--- src/rtl/dmem_responder.sv ---
// Word-organised data memory responding on a valid/ready load/store channel.
// One request in flight, fixed wait states, byte-enabled stores, debug taps.
//
// Ports:
//   clk, rst (async, active-low)
//   req_valid/req_ready/req_we/req_addr/req_wdata/req_be : request channel
//   rsp_valid/rsp_ready/rsp_rdata/rsp_err                : response channel
//   m0, m4, m8, m12, m16                                 : words 0..4
module dmem_responder #(
    parameter int DEPTH   = 32,
    parameter int LATENCY = 2
) (
    input  logic        clk,
    input  logic        rst,
    input  logic        req_valid,
    output logic        req_ready,
    input  logic        req_we,
    input  logic [31:0] req_addr,
    input  logic [31:0] req_wdata,
    input  logic [3:0]  req_be,
    output logic        rsp_valid,
    input  logic        rsp_ready,
    output logic [31:0] rsp_rdata,
    output logic        rsp_err,
    output logic [31:0] m0,
    output logic [31:0] m4,
    output logic [31:0] m8,
    output logic [31:0] m12,
    output logic [31:0] m16
);

    localparam int AW = (DEPTH > 1) ? $clog2(DEPTH) : 1;
    localparam logic [3:0] CNT_INIT = 4'((LATENCY == 0) ? 0 : LATENCY - 1);

    typedef enum logic [1:0] {
        IDLE = 2'd0,
        WAIT = 2'd1,
        RESP = 2'd2
    } state_t;

    state_t      state_q;
    logic [3:0]  cnt_q;
    logic        started_q;
    logic        we_q;
    logic [31:0] addr_q;
    logic [31:0] wdata_q;
    logic [3:0]  be_q;
    logic        rsp_valid_q;
    logic        rsp_err_q;
    logic [31:0] rsp_rdata_q;
    logic [31:0] mem_q [DEPTH];

    logic        accept;
    logic        enter_resp;
    logic        e_we;
    logic [31:0] e_addr;
    logic [31:0] e_wdata;
    logic [3:0]  e_be;
    logic        e_err;
    logic [AW-1:0] e_idx;

    assign req_ready = started_q && (state_q == IDLE);
    assign accept    = req_valid && req_ready;

    // With zero latency the commit happens on the accepting edge, so the
    // live request inputs are used instead of the captured copy.
    always_comb begin
        e_we    = we_q;
        e_addr  = addr_q;
        e_wdata = wdata_q;
        e_be    = be_q;
        if (state_q == IDLE) begin
            e_we    = req_we;
            e_addr  = req_addr;
            e_wdata = req_wdata;
            e_be    = req_be;
        end
        e_err = (e_addr[1:0] != 2'b00) || (e_addr[31:2] >= 30'(DEPTH));
        e_idx = e_addr[AW+1:2];
        enter_resp = ((state_q == IDLE) && accept && (LATENCY == 0))
                  || ((state_q == WAIT) && (cnt_q == 4'd0));
    end

    always_ff @(posedge clk or negedge rst) begin
        if (!rst) begin
            state_q     <= IDLE;
            cnt_q       <= 4'd0;
            started_q   <= 1'b0;
            we_q        <= 1'b0;
            addr_q      <= '0;
            wdata_q     <= '0;
            be_q        <= '0;
            rsp_valid_q <= 1'b0;
            rsp_err_q   <= 1'b0;
            rsp_rdata_q <= '0;
            for (int i = 0; i < DEPTH; i++) begin
                mem_q[i] <= '0;
            end
        end else begin
            started_q <= 1'b1;
            case (state_q)
                IDLE: begin
                    if (accept) begin
                        we_q    <= req_we;
                        addr_q  <= req_addr;
                        wdata_q <= req_wdata;
                        be_q    <= req_be;
                        if (LATENCY == 0) begin
                            state_q <= RESP;
                        end else begin
                            state_q <= WAIT;
                            cnt_q   <= CNT_INIT;
                        end
                    end
                end
                WAIT: begin
                    if (cnt_q == 4'd0) begin
                        state_q <= RESP;
                    end else begin
                        cnt_q <= cnt_q - 4'd1;
                    end
                end
                RESP: begin
                    if (rsp_ready) begin
                        state_q     <= IDLE;
                        rsp_valid_q <= 1'b0;
                        rsp_err_q   <= 1'b0;
                        rsp_rdata_q <= '0;
                    end
                end
                default: state_q <= IDLE;
            endcase

            if (enter_resp) begin
                rsp_valid_q <= 1'b1;
                rsp_err_q   <= e_err;
                rsp_rdata_q <= (e_err || e_we) ? 32'd0 : mem_q[e_idx];
                if (!e_err && e_we) begin
                    for (int b = 0; b < 4; b++) begin
                        if (e_be[b]) begin
                            mem_q[e_idx][8*b +: 8] <= e_wdata[8*b +: 8];
                        end
                    end
                end
            end
        end
    end

    assign rsp_valid = rsp_valid_q;
    assign rsp_err   = rsp_err_q;
    assign rsp_rdata = rsp_rdata_q;

    assign m0  = mem_q[0];
    assign m4  = mem_q[1];
    assign m8  = mem_q[2];
    assign m12 = mem_q[3];
    assign m16 = mem_q[4];

endmodule

--- config.mk ---
export PLATFORM = sky130hd
export DESIGN_NAME = dmem_responder
export DESIGN_NICKNAME = d
export VERILOG_FILES = /design/src/rtl/dmem_responder.sv
export SDC_FILE = /design/constraint.sdc
export NUM_CORES = 2
export LEC_CHECK = 0
export CELL_PAD_IN_SITES_DETAIL_PLACEMENT = 0
export CELL_PAD_IN_SITES_GLOBAL_PLACEMENT = 1
export CORE_MARGIN = 2
export CORE_UTILIZATION = 45
export DETAILED_ROUTE_END_ITERATION = 10
export PLACE_DENSITY_LB_ADDON = 0.12
export RECOVER_POWER = 50
export SKIP_CTS_REPAIR_TIMING = 1
export SYNTH_ARGS = -nofsm -noshare
export SYNTH_HDL_FRONTEND = slang
export SYNTH_SLANG_ARGS = --single-unit
--- constraint.sdc ---
create_clock -name clk -period 2.6 [get_ports clk]
set_clock_uncertainty 0.15 [all_clocks]
set_input_delay 0.26 -clock clk [delete_from_list [all_inputs] [get_ports clk]]
set_output_delay 0.26 -clock clk [all_outputs]
set_load 0.01 [all_outputs]
==> impl_results.rst <==
.. list-table::
   :header-rows: 1

   * - Metric
     - Value
   * - Hold slack final
     - -0.000152 ns
   * - Total power
     - 68.6 mW
   * - Floorplan die width
     - between 300 and 400 um
   * - Detail Placement HPWL
     - between 100000 and 150000 um
   * - Time the worst path needs with I/O delays and setup
     - 2.87 ns
   * - Number of antenna violations at the first check in global routing
     - 5
   * - Detailed-route vias per instance
     - 5.90
   * - Setup repair after global routing missed its margin
     - true
   * - Run status
     - complete, but fails checks
   * - Post-Place Worst Slack
     - -0.963 ns
   * - Arrival time worst endpoint
     - 3.36 ns
   * - Cell count after synthesis
     - 3956
   * - Register-to-register setup slack
     - -0.27 ns
   * - Sequential share of the synthesized area
     - 55.4%
   * - Max-cap violations
     - 0
   * - Actual slew at the worst max-slew pin
     - 1.30 ns
   * - Global placer's final weighted congestion
     - approximately 0.85
   * - Register cell area after layout
     - 28400 um2
   * - Ys async rst share
     - 100%
   * - Effective utilization at floorplan
     - 45.4%
   * - Stage delay of the slowest cell on the critical path
     - ~0.42 ns
   * - Leakage power summed over all cells
     - 33.2 nW
   * - DRC marker count from the first detailed-route iteration
     - 2678
   * - Synthesized area
     - approximately 51000 um2
   * - Number of primary I/O pins
     - 268
   * - Min setup slack post-route
     - -0.270 ns
   * - Reg-to-reg critical path endpoint
     - rsp_rdata[24]
   * - Core outline area
     - approximately 110000 um2
   * - Average size of a mapped cell
     - 13.0 um2
   * - Worst rel slew slack
     - 13.3%
   * - Level count of the clock H-tree
     - 4
   * - Upper clock frequency limit
     - 348 MHz
   * - Hold Fails Final Rpt
     - 1
   * - CP max stage cell
     - sky130_fd_sc_hd__dfrtp_1
   * - Area of the multi-input gates
     - 22300 um2
   * - Synth Register Bits
     - 1134
   * - Total setup violations reported at the end of the flow
     - 1056
   * - Terminating pin of the worst hold path
     - state_q[1]
   * - Yosys warning total
     - 0
   * - Number of CTS-inserted buffers
     - 130
   * - Number of nets at the end of the flow
     - 4620
   * - Path category of the worst min-delay check
     - input pin to register
   * - Power per cell area
     - slightly above 1000 nW/um2
   * - Post-route ant nets
     - 0
   * - Tot GR Track Use
     - 27.5%
   * - Fill cells
     - 9135
   * - CP most frequent cell
     - sky130_fd_sc_hd__buf_12
   * - Wire length of the first global-routing pass
     - 241000 um
   * - Final Cycle Share
     - 110%
   * - Endpoint required time on the critical path
     - 3.09 ns
   * - Cells traversed along the worst timing path
     - or2_4, buf_12, a31oi_4, buf_12, clkbuf_16, buf_12, o22ai_1, o21ai_0, nand4_1, o41ai_2
   * - FF-to-FF Start
     - state_q[1]
   * - VDD IR max
     - approximately 930 uV
   * - Commonest register cell after synthesis
     - sky130_fd_sc_hd__dfrtp_1
   * - Total number of vias
     - 36200
   * - Number of buffers on the longest clock path
     - 3
   * - Quantity of I/O buffers inserted on ports
     - 267
   * - Total congestion overflow after global routing
     - 0
   * - Count of flip-flops with a built-in enable after synthesis
     - 0
   * - Fraction of final layout cells sized beyond drive strength 1
     - between 40% and 50%
   * - Number of remaining DRC errors
     - 0
   * - Critical path capture point type
     - register
   * - Biggest fanout along the worst timing path
     - 11
   * - Avg WL per Cell
     - 27.5 um
   * - Largest net degree at the start of global routing
     - 118
   * - Num Clock Sinks
     - 1134
   * - Layout area overhead
     - 30.3%
   * - Root buffer selected by CTS
     - sky130_fd_sc_hd__clkbuf_16
   * - Router iterations before antenna repair
     - 7
   * - Max-slew violation total from the final report
     - 0
   * - Final wirelength
     - 169000 um
   * - TritonCTS clock tree
     - built
   * - Count of standard-cell rows
     - 123
   * - Height of the die
     - 341 um
   * - Net Count, Synth
     - approximately 4000
   * - Launch instance of the worst min-delay path
     - rsp_ready
   * - Number of global-route vias before repair
     - 36100
   * - Worst-case reg-to-reg path depth
     - 10
   * - Floorplan die area
     - 117000 um2
   * - Skew-Pair Late Insertion Delay
     - 0.74 ns
   * - Clock-pin slew of the registers on the worst-case setup and hold paths
     - roughly 0.06 ns
   * - Count of unique library cells instantiated by Yosys
     - 48
   * - Failing checks
     - hold timing, setup timing
   * - Type of the worst setup path
     - register to register
   * - Kind of start point of the critical path
     - register
   * - Number of cells traversed by the worst hold path
     - 2
## state kept, by name (all words and copies together), names as in the netlist, 2 cells and up
register   count
m4            32
rsp_rdata     32
be_q           4
m8            32
addr_q        32
wdata_q       32
cnt_q          4
mem_q        864
m0            32
m16           32
m12           32
state_q        2
## layout by cell type (no fill, tap or decap), types with 22 or more instances in the layout
| cell | Yosys | layout |
|---|---|---|
| sky130_fd_sc_hd__nor3_1 | 91 | 66 |
| sky130_fd_sc_hd__o22ai_1 | 513 | 492 |
| sky130_fd_sc_hd__mux2_2 | 888 | 852 |
| sky130_fd_sc_hd__nand2_4 | 116 | 60 |
| sky130_fd_sc_hd__nand4_1 | 33 | 33 |
| sky130_fd_sc_hd__mux2_4 | 0 | 143 |
| sky130_fd_sc_hd__nor2_4 | 12 | 27 |
| sky130_fd_sc_hd__clkbuf_1 | 170 | 26 |
| sky130_fd_sc_hd__clkdlybuf4s50_1 | 0 | 265 |
| sky130_fd_sc_hd__mux2_1 | 205 | 98 |
| sky130_fd_sc_hd__buf_6 | 10 | 52 |
| sky130_fd_sc_hd__clkbuf_16 | 0 | 159 |
| sky130_fd_sc_hd__dfrtp_1 | 1134 | 1133 |
| sky130_fd_sc_hd__dlygate4sd3_1 | 0 | 22 |
| sky130_fd_sc_hd__o21ai_1 | 16 | 105 |
| sky130_fd_sc_hd__nand2_8 | 0 | 62 |
| sky130_fd_sc_hd__clkbuf_8 | 0 | 36 |
| sky130_fd_sc_hd__buf_4 | 168 | 357 |
| sky130_fd_sc_hd__o21ai_0 | 187 | 88 |
| sky130_fd_sc_hd__buf_12 | 1 | 124 |
| sky130_fd_sc_hd__nand2_1 | 168 | 162 |
## cell type report
class	count	area share, %
Timing Repair Buffer	896	14.7
Sequential cell	1134	42.5
Multi-Input combinational cell	2378	33.5
Clock buffer	191	5.98
Inverter	5	0.0281
Antenna cell	1	0.00375
Clock inverter	29	0.513
Tap cell	1500	2.81
## routing by layer
layer	share of wire (%)	track usage [%]	wire length (um)
met5	0.0077	0	13
met1	47	41.6	79800
met4	2.1	6.76	3600
met3	5.5	4.17	9330
met2	45	41.5	75900
## Yosys cell counts (2+ instances only)
master | instances | area (um2)
sky130_fd_sc_hd__dfrtp_1 | 1134 | 28400
sky130_fd_sc_hd__mux2_2 | 888 | 10000
sky130_fd_sc_hd__o22ai_1 | 513 | 3210
sky130_fd_sc_hd__mux2_1 | 205 | 2310
sky130_fd_sc_hd__o21ai_0 | 187 | 936
sky130_fd_sc_hd__clkbuf_1 | 170 | 638
sky130_fd_sc_hd__buf_4 | 168 | 1260
sky130_fd_sc_hd__nand2_1 | 168 | 631
sky130_fd_sc_hd__nand2_4 | 116 | 1310
sky130_fd_sc_hd__nor3_1 | 91 | 455
sky130_fd_sc_hd__buf_2 | 72 | 360
sky130_fd_sc_hd__nand4_1 | 33 | 206
sky130_fd_sc_hd__nor4_1 | 21 | 131
sky130_fd_sc_hd__nor2_2 | 19 | 119
sky130_fd_sc_hd__buf_1 | 18 | 67.6
sky130_fd_sc_hd__o21ai_1 | 16 | 80.1
sky130_fd_sc_hd__nor2_1 | 14 | 52.6
sky130_fd_sc_hd__a21o_1 | 13 | 97.6
sky130_fd_sc_hd__nor2_4 | 12 | 135
sky130_fd_sc_hd__nand3_1 | 11 | 55.1
sky130_fd_sc_hd__buf_6 | 10 | 113
sky130_fd_sc_hd__o41ai_1 | 10 | 87.6
sky130_fd_sc_hd__o41ai_2 | 9 | 146
sky130_fd_sc_hd__nand2b_1 | 8 | 50.1
sky130_fd_sc_hd__and3_1 | 5 | 31.3
sky130_fd_sc_hd__inv_1 | 5 | 18.8
sky130_fd_sc_hd__a21boi_4 | 4 | 75.1
sky130_fd_sc_hd__a31oi_1 | 4 | 25.0
sky130_fd_sc_hd__nand2_2 | 4 | 25.0
sky130_fd_sc_hd__or2_2 | 4 | 25.0
sky130_fd_sc_hd__a21oi_1 | 3 | 15.0
sky130_fd_sc_hd__nor4b_1 | 3 | 26.3
sky130_fd_sc_hd__ha_1 | 2 | 25.0
sky130_fd_sc_hd__mux2i_1 | 2 | 20.0
## per-stage QoR
stage	cells	hold WS, ns	utilization, %	area (um2)	TNS, ns
6_report	6134	-0.000152	59.2	66800	-142.59
3_5_place_dp	5791	0.0533	52.1	58700	-534.22
4_1_cts	6011	-0.731	55.9	63100	-487.25
5_1_grt	6133	-0.000775	59.2	66800	-260.32
2_1_floorplan	3956	-0.186	-	51300	0
3_3_place_gp	5791	0.0485	52.1	58700	-502.15
## critical path, delay by kind of cell, from the launching register on
kind / cells / cell delay [ns]
AO/OA/AOI/OAI: 4 / 0.85
buffers and inverters: 4 / 0.67
flip-flops: 1 / 0.42
AND/OR/NAND/NOR: 2 / 0.66
## worst max path at each step
| stage | startpoint | cells after the start | slack, ns | endpoint |
|---|---|---|---|---|
| floorplan | cnt_q[0] | 9 | 0.05 | mem_q[0] |
| global placement | req_addr[5] | 10 | -1.16 | rsp_rdata[26] |
| detailed placement | req_addr[5] | 10 | -0.96 | rsp_rdata[26] |
| CTS | state_q[0] | 9 | -0.73 | rsp_rdata[29] |
| global route | addr_q[11] | 10 | -0.33 | mem_q[548] |
| finish | state_q[1] | 10 | -0.27 | rsp_rdata[24] |
## where the power goes
| part | total (mW) | internal [mW] | switching, mW |
|---|---|---|---|
| logic | 31.3 | 12.4 | 18.9 |
| clock network | 18.6 | 11.3 | 7.38 |
| registers | 18.6 | 18.3 | 0.387 |
| total | 68.6 | 41.9 | 26.7 |
## cell families after synthesis
kind of cell,after synthesis,synth area share [%]
DFF,1134,55.4
adders and majority gates,2,0.0488
buffers and inverters,445,4.87
AOI/OAI and AO/OA,761,9.15
xor gates and xnor gates,2,0.0342
muxes,1095,24.1
and+or+nand+nor,516,6.47
other,1,0.00732
Note: power is estimated with default switching activity, not from simulation.
